--- config.mk ---
export PLATFORM = sky130hd
export DESIGN_NAME = cmd_frame_tx_flat
export DESIGN_NICKNAME = d
export VERILOG_FILES = /design/src/rtl/cmd_frame_tx_if.sv /design/src/rtl/cmd_frame_tx.sv /design/src/flat_wrapper.sv
export SDC_FILE = /design/constraint.sdc
export NUM_CORES = 1
export LEC_CHECK = 0
export ABC_AREA = 1
export CORE_ASPECT_RATIO = 0.6
export CORE_MARGIN = 8
export CORE_UTILIZATION = 30
export CTS_CLUSTER_SIZE = 16
export DETAILED_ROUTE_END_ITERATION = 8
export PLACE_DENSITY = 0.52
export RECOVER_POWER = 100
export SLEW_MARGIN = 0
export SYNTH_ARGS = -nofsm -noshare
export SYNTH_HDL_FRONTEND = slang
export SYNTH_SLANG_ARGS = --single-unit
--- constraint.sdc ---
create_clock -name clk -period 23.6 [get_ports clk]
set_input_delay 5.9 -clock clk [delete_from_list [all_inputs] [get_ports clk]]
set_output_delay 5.9 -clock clk [all_outputs]
set_load 0.02 [all_outputs]
--- src/rtl/cmd_frame_tx_if.sv ---
// Command-link bundle between a command initiator and its environment.
// Groups the request side (structured command in), the byte stream towards
// the pipeline command input (tx), the response byte from the pipeline
// command output (rx) and the transaction-complete report (done).
//   master : view taken by the initiator (cmd_frame_tx)
//   slave  : view taken by whatever surrounds it (sequencer + pipeline)
interface cmd_frame_tx_if #(
   parameter int MAX_PAYLOAD = 16
);
   localparam int LEN_W = $clog2(MAX_PAYLOAD + 1);

   typedef logic [7:0] byte_t;

   logic                     req_valid;
   logic                     req_ready;
   byte_t                    req_opcode;
   logic [LEN_W-1:0]         req_len;
   logic [8*MAX_PAYLOAD-1:0] req_payload;
   logic                     req_expect_resp;

   logic                     tx_valid;
   logic                     tx_ready;
   byte_t                    tx_data;

   logic                     rx_valid;
   logic                     rx_ready;
   byte_t                    rx_data;

   logic                     done_valid;
   logic [1:0]               done_status;
   byte_t                    done_resp;

   modport master (
      input  req_valid, req_opcode, req_len, req_payload, req_expect_resp,
      output req_ready,
      output tx_valid, tx_data,
      input  tx_ready,
      input  rx_valid, rx_data,
      output rx_ready,
      output done_valid, done_status, done_resp
   );

   modport slave (
      output req_valid, req_opcode, req_len, req_payload, req_expect_resp,
      input  req_ready,
      input  tx_valid, tx_data,
      output tx_ready,
      output rx_valid, rx_data,
      input  rx_ready,
      input  done_valid, done_status, done_resp
   );
endinterface

--- src/rtl/cmd_frame_tx.sv ---
// cmd_frame_tx - command-link initiator.
// Accepts one structured command (opcode + up to MAX_PAYLOAD payload bytes),
// serialises it as opcode-first valid/ready bytes, optionally waits for a
// single response byte and reports ok / nack / timeout / none.
// Ports:
//   clk, rst      sole clock, synchronous active-high reset
//   bus           cmd_frame_tx_if.master: req_*, tx_*, rx_*, done_* groups
//   busy          high whenever the controller is not idle
//   stray_count   saturating count of response bytes seen outside the
//                 response window (cleared only by rst)
module cmd_frame_tx #(
   parameter int         MAX_PAYLOAD    = 16,
   parameter int         TIMEOUT_CYCLES = 1024,
   parameter logic [7:0] ACK_VALUE      = 8'h00
) (
   input  logic                  clk,
   input  logic                  rst,
   cmd_frame_tx_if.master        bus,
   output logic                  busy,
   output logic [7:0]            stray_count
);
   localparam int LEN_W = $clog2(MAX_PAYLOAD + 1);
   localparam int CNT_W = $clog2(TIMEOUT_CYCLES);

   localparam logic [LEN_W-1:0] MAX_LEN  = LEN_W'(MAX_PAYLOAD);
   localparam logic [CNT_W-1:0] TMO_LAST = CNT_W'(TIMEOUT_CYCLES - 1);

   localparam logic [1:0] ST_OK   = 2'b00;
   localparam logic [1:0] ST_NACK = 2'b01;
   localparam logic [1:0] ST_TMO  = 2'b10;
   localparam logic [1:0] ST_NONE = 2'b11;

   typedef logic [7:0] byte_t;

   typedef enum logic [2:0] {
      S_IDLE,
      S_SEND_OP,
      S_SEND_PAYLOAD,
      S_WAIT_RESP,
      S_DONE
   } state_t;

   state_t                   state;
   logic [8*MAX_PAYLOAD-1:0] payload_q;
   logic [LEN_W-1:0]         len_q;
   logic                     expect_q;
   logic [LEN_W-1:0]         idx;
   logic [CNT_W-1:0]         tmo_cnt;

   logic                     tx_valid_q;
   byte_t                    tx_data_q;
   logic                     done_valid_q;
   logic [1:0]               done_status_q;
   byte_t                    done_resp_q;
   logic                     busy_q;
   logic [7:0]               stray_q;

   logic                     last_byte;
   logic [LEN_W-1:0]         next_idx;

   function automatic logic [LEN_W-1:0] clamp_len(input logic [LEN_W-1:0] len);
      return (len > MAX_LEN) ? MAX_LEN : len;
   endfunction

   function automatic logic [7:0] sat_inc(input logic [7:0] v);
      return (v == 8'hFF) ? v : v + 8'd1;
   endfunction

   // Constant-index mux keeps the byte select free of computed bit offsets.
   function automatic byte_t payload_byte(input logic [8*MAX_PAYLOAD-1:0] pl,
                                          input logic [LEN_W-1:0]         i);
      byte_t b;
      b = '0;
      for (int k = 0; k < MAX_PAYLOAD; k++) begin
         if (i == LEN_W'(k)) b = pl[8*k +: 8];
      end
      return b;
   endfunction

   // The byte currently on tx is the frame's last one when the opcode has
   // no payload behind it, or when the payload index reached len-1.
   always_comb begin
      last_byte = 1'b0;
      next_idx  = '0;
      if (state == S_SEND_OP) begin
         last_byte = (len_q == '0);
         next_idx  = '0;
      end else if (state == S_SEND_PAYLOAD) begin
         last_byte = (idx == len_q - LEN_W'(1));
         next_idx  = idx + LEN_W'(1);
      end
   end

   always_ff @(posedge clk) begin
      if (rst) begin
         state         <= S_IDLE;
         tx_valid_q    <= 1'b0;
         tx_data_q     <= '0;
         done_valid_q  <= 1'b0;
         done_status_q <= '0;
         done_resp_q   <= '0;
         busy_q        <= 1'b0;
         stray_q       <= '0;
         idx           <= '0;
         tmo_cnt       <= '0;
      end else begin
         done_valid_q <= 1'b0;

         // rx_ready is always high out of reset, so any rx_valid outside the
         // response window is a discarded stray byte.
         if (bus.rx_valid && (state != S_WAIT_RESP)) stray_q <= sat_inc(stray_q);

         case (state)
            S_IDLE: begin
               if (bus.req_valid) begin
                  payload_q  <= bus.req_payload;
                  len_q      <= clamp_len(bus.req_len);
                  expect_q   <= bus.req_expect_resp;
                  tx_valid_q <= 1'b1;
                  tx_data_q  <= bus.req_opcode;
                  busy_q     <= 1'b1;
                  state      <= S_SEND_OP;
               end
            end

            S_SEND_OP, S_SEND_PAYLOAD: begin
               if (bus.tx_ready) begin
                  if (last_byte) begin
                     tx_valid_q <= 1'b0;
                     if (expect_q) begin
                        tmo_cnt <= '0;
                        state   <= S_WAIT_RESP;
                     end else begin
                        done_valid_q  <= 1'b1;
                        done_status_q <= ST_NONE;
                        done_resp_q   <= '0;
                        state         <= S_DONE;
                     end
                  end else begin
                     idx       <= next_idx;
                     tx_data_q <= payload_byte(payload_q, next_idx);
                     state     <= S_SEND_PAYLOAD;
                  end
               end
            end

            S_WAIT_RESP: begin
               // A byte arriving on the final counted cycle still wins over timeout.
               if (bus.rx_valid) begin
                  done_valid_q  <= 1'b1;
                  done_resp_q   <= bus.rx_data;
                  done_status_q <= (bus.rx_data == ACK_VALUE) ? ST_OK : ST_NACK;
                  state         <= S_DONE;
               end else if (tmo_cnt == TMO_LAST) begin
                  done_valid_q  <= 1'b1;
                  done_resp_q   <= '0;
                  done_status_q <= ST_TMO;
                  state         <= S_DONE;
               end else begin
                  tmo_cnt <= tmo_cnt + CNT_W'(1);
               end
            end

            S_DONE: begin
               busy_q <= 1'b0;
               state  <= S_IDLE;
            end

            default: begin
               tx_valid_q <= 1'b0;
               busy_q     <= 1'b0;
               state      <= S_IDLE;
            end
         endcase
      end
   end

   // Both ready outputs are forced low for the whole time rst is high,
   // including the cycle before the reset edge takes effect.
   assign bus.req_ready   = (state == S_IDLE) && !rst;
   assign bus.rx_ready    = !rst;
   assign bus.tx_valid    = tx_valid_q;
   assign bus.tx_data     = tx_data_q;
   assign bus.done_valid  = done_valid_q;
   assign bus.done_status = done_status_q;
   assign bus.done_resp   = done_resp_q;
   assign busy            = busy_q;
   assign stray_count     = stray_q;

endmodule
--- src/flat_wrapper.sv ---
// flat-port wrapper written by rule: the top's interface ports become plain ports
module cmd_frame_tx_flat 
#(
   parameter int         MAX_PAYLOAD    = 16,
   parameter int         TIMEOUT_CYCLES = 1024,
   parameter logic [7:0] ACK_VALUE      = 8'h00
)
  (clk, rst, busy, stray_count, bus_req_valid, bus_req_opcode, bus_req_len, bus_req_payload, bus_req_expect_resp, bus_req_ready, bus_tx_valid, bus_tx_data, bus_tx_ready, bus_rx_valid, bus_rx_data, bus_rx_ready, bus_done_valid, bus_done_status, bus_done_resp);
  cmd_frame_tx_if #(.MAX_PAYLOAD(MAX_PAYLOAD)) bus_i ();
  input  logic clk;
  input  logic rst;
  output logic busy;
  output logic [7:0] stray_count;
  input wire logic [$bits(bus_i.req_valid)-1:0] bus_req_valid;
  input wire logic [$bits(bus_i.req_opcode)-1:0] bus_req_opcode;
  input wire logic [$bits(bus_i.req_len)-1:0] bus_req_len;
  input wire logic [$bits(bus_i.req_payload)-1:0] bus_req_payload;
  input wire logic [$bits(bus_i.req_expect_resp)-1:0] bus_req_expect_resp;
  output wire logic [$bits(bus_i.req_ready)-1:0] bus_req_ready;
  output wire logic [$bits(bus_i.tx_valid)-1:0] bus_tx_valid;
  output wire logic [$bits(bus_i.tx_data)-1:0] bus_tx_data;
  input wire logic [$bits(bus_i.tx_ready)-1:0] bus_tx_ready;
  input wire logic [$bits(bus_i.rx_valid)-1:0] bus_rx_valid;
  input wire logic [$bits(bus_i.rx_data)-1:0] bus_rx_data;
  output wire logic [$bits(bus_i.rx_ready)-1:0] bus_rx_ready;
  output wire logic [$bits(bus_i.done_valid)-1:0] bus_done_valid;
  output wire logic [$bits(bus_i.done_status)-1:0] bus_done_status;
  output wire logic [$bits(bus_i.done_resp)-1:0] bus_done_resp;
  assign bus_i.req_valid = bus_req_valid;
  assign bus_i.req_opcode = bus_req_opcode;
  assign bus_i.req_len = bus_req_len;
  assign bus_i.req_payload = bus_req_payload;
  assign bus_i.req_expect_resp = bus_req_expect_resp;
  assign bus_req_ready = bus_i.req_ready;
  assign bus_tx_valid = bus_i.tx_valid;
  assign bus_tx_data = bus_i.tx_data;
  assign bus_i.tx_ready = bus_tx_ready;
  assign bus_i.rx_valid = bus_rx_valid;
  assign bus_i.rx_data = bus_rx_data;
  assign bus_rx_ready = bus_i.rx_ready;
  assign bus_done_valid = bus_i.done_valid;
  assign bus_done_status = bus_i.done_status;
  assign bus_done_resp = bus_i.done_resp;
  cmd_frame_tx #(.MAX_PAYLOAD(MAX_PAYLOAD), .TIMEOUT_CYCLES(TIMEOUT_CYCLES), .ACK_VALUE(ACK_VALUE)) u_core (.clk(clk), .rst(rst), .bus(bus_i), .busy(busy), .stray_count(stray_count));
endmodule
Word level (Yosys, flattened, before mapping)
Index checks and enable logic that the tools add are counted.
{"block": "classes", "add_sub_neg": 4, "order_cmp": 1, "n_eq_ne": 32, "muxes": 61, "bitwise_logic": 5, "reduce_logical": 21}
{"operator": "two-way mux 8 bit", "n": 24}
{"operator": "two-way mux 10 bit", "n": 5}
{"operator": "equality test 5 x 4 -> 1 bit (second input constant)", "n": 8}
{"operator": "one-hot mux 8 bit (2 select lines)", "n": 2}
{"operator": "equality test 5 x 3 -> 1 bit (second input constant)", "n": 4}
{"operator": "one-hot mux 10 bit (2 select lines)", "n": 1}
{"operator": "two-way mux 3 bit", "n": 6}
{"operator": "inequality test 2 bit (second input constant)", "n": 6}
{"operator": "two-way mux 1 bit", "n": 11}
{"operator": "adder 10 x 1 -> 10 bit (second input constant)", "n": 1}
{"operator": "equality test 10 bit (second input constant)", "n": 1}
{"operator": "equality test 5 x 2 -> 1 bit (second input constant)", "n": 2}
{"operator": "zero test 5 bit", "n": 2}
{"operator": "two-way mux 2 bit", "n": 5}
{"operator": "two-way mux 5 bit", "n": 2}
{"operator": "one-hot mux 3 bit (3 select lines)", "n": 1}
{"operator": "AND reduction 3 bit", "n": 3}
{"operator": "adder 8 x 1 -> 8 bit (second input constant)", "n": 1}
{"operator": "equality test 8 bit (second input constant)", "n": 1}
{"operator": "zero test 8 bit", "n": 1}
{"operator": "AND reduction 4 bit", "n": 2}
{"operator": "equality test 3 x 2 -> 1 bit (second input constant)", "n": 2}
{"operator": "inequality test 3 x 2 -> 1 bit (second input constant)", "n": 2}
{"operator": "AND reduction 6 bit", "n": 1}
{"operator": "20 further kinds", "n": 30}
{"block": "totals", "regBits": 181, "input_bits": 155, "out_inout_bits": 31, "word_cells": 137}

Longest topological paths before layout
{"block": "logic_depth", "ltp_word": 23, "depth_mapped": 20, "mapped_depth_nobuf": 19}

Worst setup path before layout
No wires, ideal clock.
{"block": "synth_timing", "path_kind": "in2out", "startpoint": "in rst", "endpoint": "out bus_req_ready", "arrival_ps": 6664, "required_ps": 17700, "path_slack_ps": 11036, "cell_stages": 3, "n_path_buf": 2, "path_cell_list": "clkbuf_1 clkbuf_1 nor2_1"}
{"block": "synth_between", "elab_chain_len": 2}
{"element": "from (decl)", "line_no": "flat_wrapper.sv:11", "rtl": "input logic rst;"}
{"element": "zero test 1 bit", "line_no": "cmd_frame_tx.sv:180", "rtl": "assign bus.req_ready = (state == S_IDLE) && !rst;"}
{"element": "logical AND 1 bit", "line_no": "cmd_frame_tx.sv:180"}
{"element": "to (decl)", "line_no": "flat_wrapper.sv:19", "rtl": "output wire logic [$bits(bus_i.req_ready)-1:0] bus_req_ready;"}
Every way passes these cells.

Worst setup path in the final report
{"block": "layout_timing", "startpoint": "in rst", "endpoint": "out bus_rx_ready"}
{"block": "layout_between", "elab_chain_len": 1}
{"element": "zero test 1 bit", "line_no": "cmd_frame_tx.sv:181", "rtl": "assign bus.rx_ready = !rst;"}
{"element": "to (decl)", "line_no": "flat_wrapper.sv:25", "rtl": "output wire logic [$bits(bus_i.rx_ready)-1:0] bus_rx_ready;"}
Every way passes these cells.

==> reports/metrics.yaml <==
worst_hold_path:
  worstHoldStart: "u_core.bus.done_resp[3]"
  holdPathStages: 2
  hold_path_end: "u_core.bus.done_resp[3]"
  hold_class: "reg -> reg"
finish:
  fillCellCount: 2433
  multi_input_area_mm2: 0.002407
  layout.nets: 1106
  area_growth_pct: 36.13
  antenna_cells: 0
  final_cells: 1312
  regArea_mm2: 0.004965
  post_route_cells_drive_above_1_share_pct: 8.229
  design_area_mm2: 0.01059
floorplan:
  initial_core_util_pct: 30.63
  die_y_um: 140.7
  dieArea_mm2: 0.03151
  chipWidth_um: 223.9
  rows: 45
  core-area_mm2: 0.02539
  ios: 186
power:
  power_density_mw_per_mm2: 87.58
  ir_drop_v: 0.00002974
  power_mw: 0.9274
  p_leak_nw: 3.956
setup_path:
  slowest_delay_ns: 1.02
  cp_common_cell: "dlygate4sd3_1"
  critPathArrivalTime_ns: 8.87
  endpoint_kind: "output pin"
  r2r-end: "u_core.payload_q[57]"
  cp_cell_sequence: "dlygate4sd3_1, clkbuf_1, inv_1, dlygate4sd3_1"
  regToRegSetupSlack_ns: 18.42
  critPathSlowestCell: "clkbuf_1"
  cp-start-kind: "input port"
  path_class: "in -> out"
  crit_required_ns: 17.70
  cp_max_fo: 27
  r2r_start: "u_core.state[1]"
  ff2ff_path_depth: 5
  worst-path-buf-inv: 4
  cp_top_family: "buffers and inverters"
clocking:
  htreeDepth: 4
  cts_root_buffer: "clkbuf_16"
  post-cts-setup-buffer-count: 0
  cts_tree: "yes"
  ctsLongestPathBuffers: 2
  clk_latency_ns: 0.44
  cts_resized: 0
  ctsHoldBuffers: 0
  cts-buffers-inserted: 17
  cts.reportedPaths.clkPinSlew_ns: 0.07
  cts_sinks: 181
routing:
  drt_wl_total_mm: 21.56
  drc: 0
  vias: 5660
  ant_nets: 0
  via_per_inst: 4.314
  firstDrtPassIters: 5
  wl_per_cell_um: 16.43
  drt-initial-drc-count: 396
sta:
  fmax_mhz: 67.72
  period_share_pct: 62.58
  fin_skew_ns: 0.007764
  slew_headroom_pct: -78.46
  worst_pin_slew_ns: 2.677
  timing.setup.tns_ns: 0
  final_max_slew_viol_count: 139
  fin_crit_ns: 14.77
  hold_viol: 0
  rsz0062_at_grt: "false"
  worst_slack_ns: 8.832
  setup_viol: 0
logic_synthesis:
  postSynth.asyncResetShare_pct: 0
  syn_area_mm2: 0.007779
  synth_edf_count: 134
  syn_area_per_cell_um2: 10.36
  yosys_warnings: 0
  ys_seq_elements: 181
  syn_nets: 910
  postSynthCellCount: 751
  synthAdderAreaFrac_pct: 0.6434
  yosys.area_share.simple_pct: 22.94
  synth_compound_area_share_pct: 6.402
  ys_types: 49
  synth_xor_area_share_pct: 1.013
  synth.area.mux_share_pct: 0
  synth_top_family_by_area: "simple AND/OR/NAND/NOR gates"
  synth.yosys.seq_area_share_pct: 63.82
  ys.flop_type: "edfxtp_1"
global_routing:
  grt_pass1_wl_mm: 32.60
  use_met1_pct: 19.18
  grt-ovfl-total: 0
  grt_max_degree: 52
  grt_busiest_layer: "met2"
  met2_usage_pct: 19.65
  grt_pass1_vias: 5617
  grt_usage_pct: 13.63
  grtUsageMet3_pct: 4.722
  grt_antenna_before_repair: 3
placement:
  gp_congestion: 0.7840
  place_ws_ns: 10.03
  place_inst: 1280
  port_buffers: 185
  dp_hpwl_mm: 16.14
  post_dp_cell_area_mm2: 0.01005
status:
  status: "finished with violations"
  violations: "max-capacitance violations, max-slew violations"
flow_run:
  cap_violations: 3
## Yosys cell counts, types with 5 or more instances
cell      number  area, um^2
nor3_1        13       65.06
or2_1          6       37.54
inv_1         78       292.8
nor2_2         6       37.54
edfxtp_1     134        4024
nand3_1       29       145.1
xor2_1         5       43.79
inv_2          9       33.78
a21oi_1       47       235.2
o21ai_0       15       75.07
nor3b_1        9       67.56
nor3_2         5       50.05
nand2_1      190       713.2
a211oi_1       5       37.54
nor2_1        62       232.7
dfxtp_1       47       940.9
nand4_1       19       118.9
clkbuf_1       7       26.28
nor2_4         6       67.56
## where the power goes
group | switching, mW | total (mW) | leakage, nW | internal, mW
sequential | 0.0208 | 0.417 | 1.62 | 0.396
clock | 0.124 | 0.280 | 0.264 | 0.155
combinational | 0.152 | 0.231 | 2.07 | 0.0791
## worst max-delay path by stage
stage / startpoint / endpoint / slack (ns) / cells after the start
2_1_floorplan: rst / bus_req_ready / 11.04 / 3
3_3_place_gp: rst / bus_rx_ready / 10.05 / 4
3_5_place_dp: rst / bus_rx_ready / 10.03 / 4
4_1_cts: rst / bus_rx_ready / 10.04 / 4
5_1_grt: rst / bus_rx_ready / 8.63 / 4
6_report: rst / bus_rx_ready / 8.83 / 4
## cell type report
type | count | share of cell area, %
clock buffer | 19 | 4.088
clock inverter | 13 | 1.264
inverter | 89 | 3.167
multi-input combinational | 468 | 22.73
sequential | 181 | 46.89
tap | 352 | 4.159
timing repair buffer | 190 | 17.70
## metal layers
layer  routed length (um)  vias up
met5                   30        -
met4                  194        6
met3                 1380       18
met2                 9127      146
met1                10820     2565
li1                     -     2925
## cell families after synthesis
logic type | after synthesis
xor gates and xnor gates | 9
DFF | 181
buffers and inverters | 102
adders and majority gates | 4
AOI/OAI and AO/OA | 86
and+or+nand+nor | 369
## flip-flops by register name, summed over array words and instances, names as in the netlist
register                count
u_core.payload_q          128
u_core.tmo_cnt             10
u_core.bus.done_resp        8
u_core.bus.tx_data          8
u_core.stray_count          8
u_core.idx                  5
u_core.len_q                5
u_core.state                3
u_core.bus.done_status      2
u_core.bus.done_valid       1
u_core.bus.tx_valid         1
u_core.busy                 1
u_core.expect_q             1
## placed cells by master, fill, tap and decap left out, types with 5 or more instances in the layout
master / instances
xor2_1: 5
clkbuf_1: 6
clkdlybuf4s50_1: 19
a21oi_1: 49
nand2_1: 190
nor2_2: 6
or2_1: 6
edfxtp_1: 134
nor3_2: 5
a211oi_1: 5
nor2_4: 7
clkbuf_16: 17
nand3_1: 29
nand4_1: 19
nor3b_1: 9
nor2_1: 61
inv_1: 78
o21ai_0: 16
nor3_1: 13
dlygate4sd3_1: 166
dfxtp_1: 47
inv_2: 9
## worst reg2reg max path: stages, from the launching register on
cell      delay (ns)
dfxtp_1         0.40
nor2_1          0.16
nand2_1         0.18
nor2_4          0.12
clkbuf_1        1.82
clkbuf_1        2.04
## stage by stage
stage	hold WS, ns	util [%]
after floorplan	0.4326	-
after global placement	0.4447	39.57
after detailed placement	0.4488	39.57
after CTS	0.4593	41.80
after global routing	0.4778	41.70
final	0.4585	41.70
Note: power is estimated with default switching activity, not from simulation.
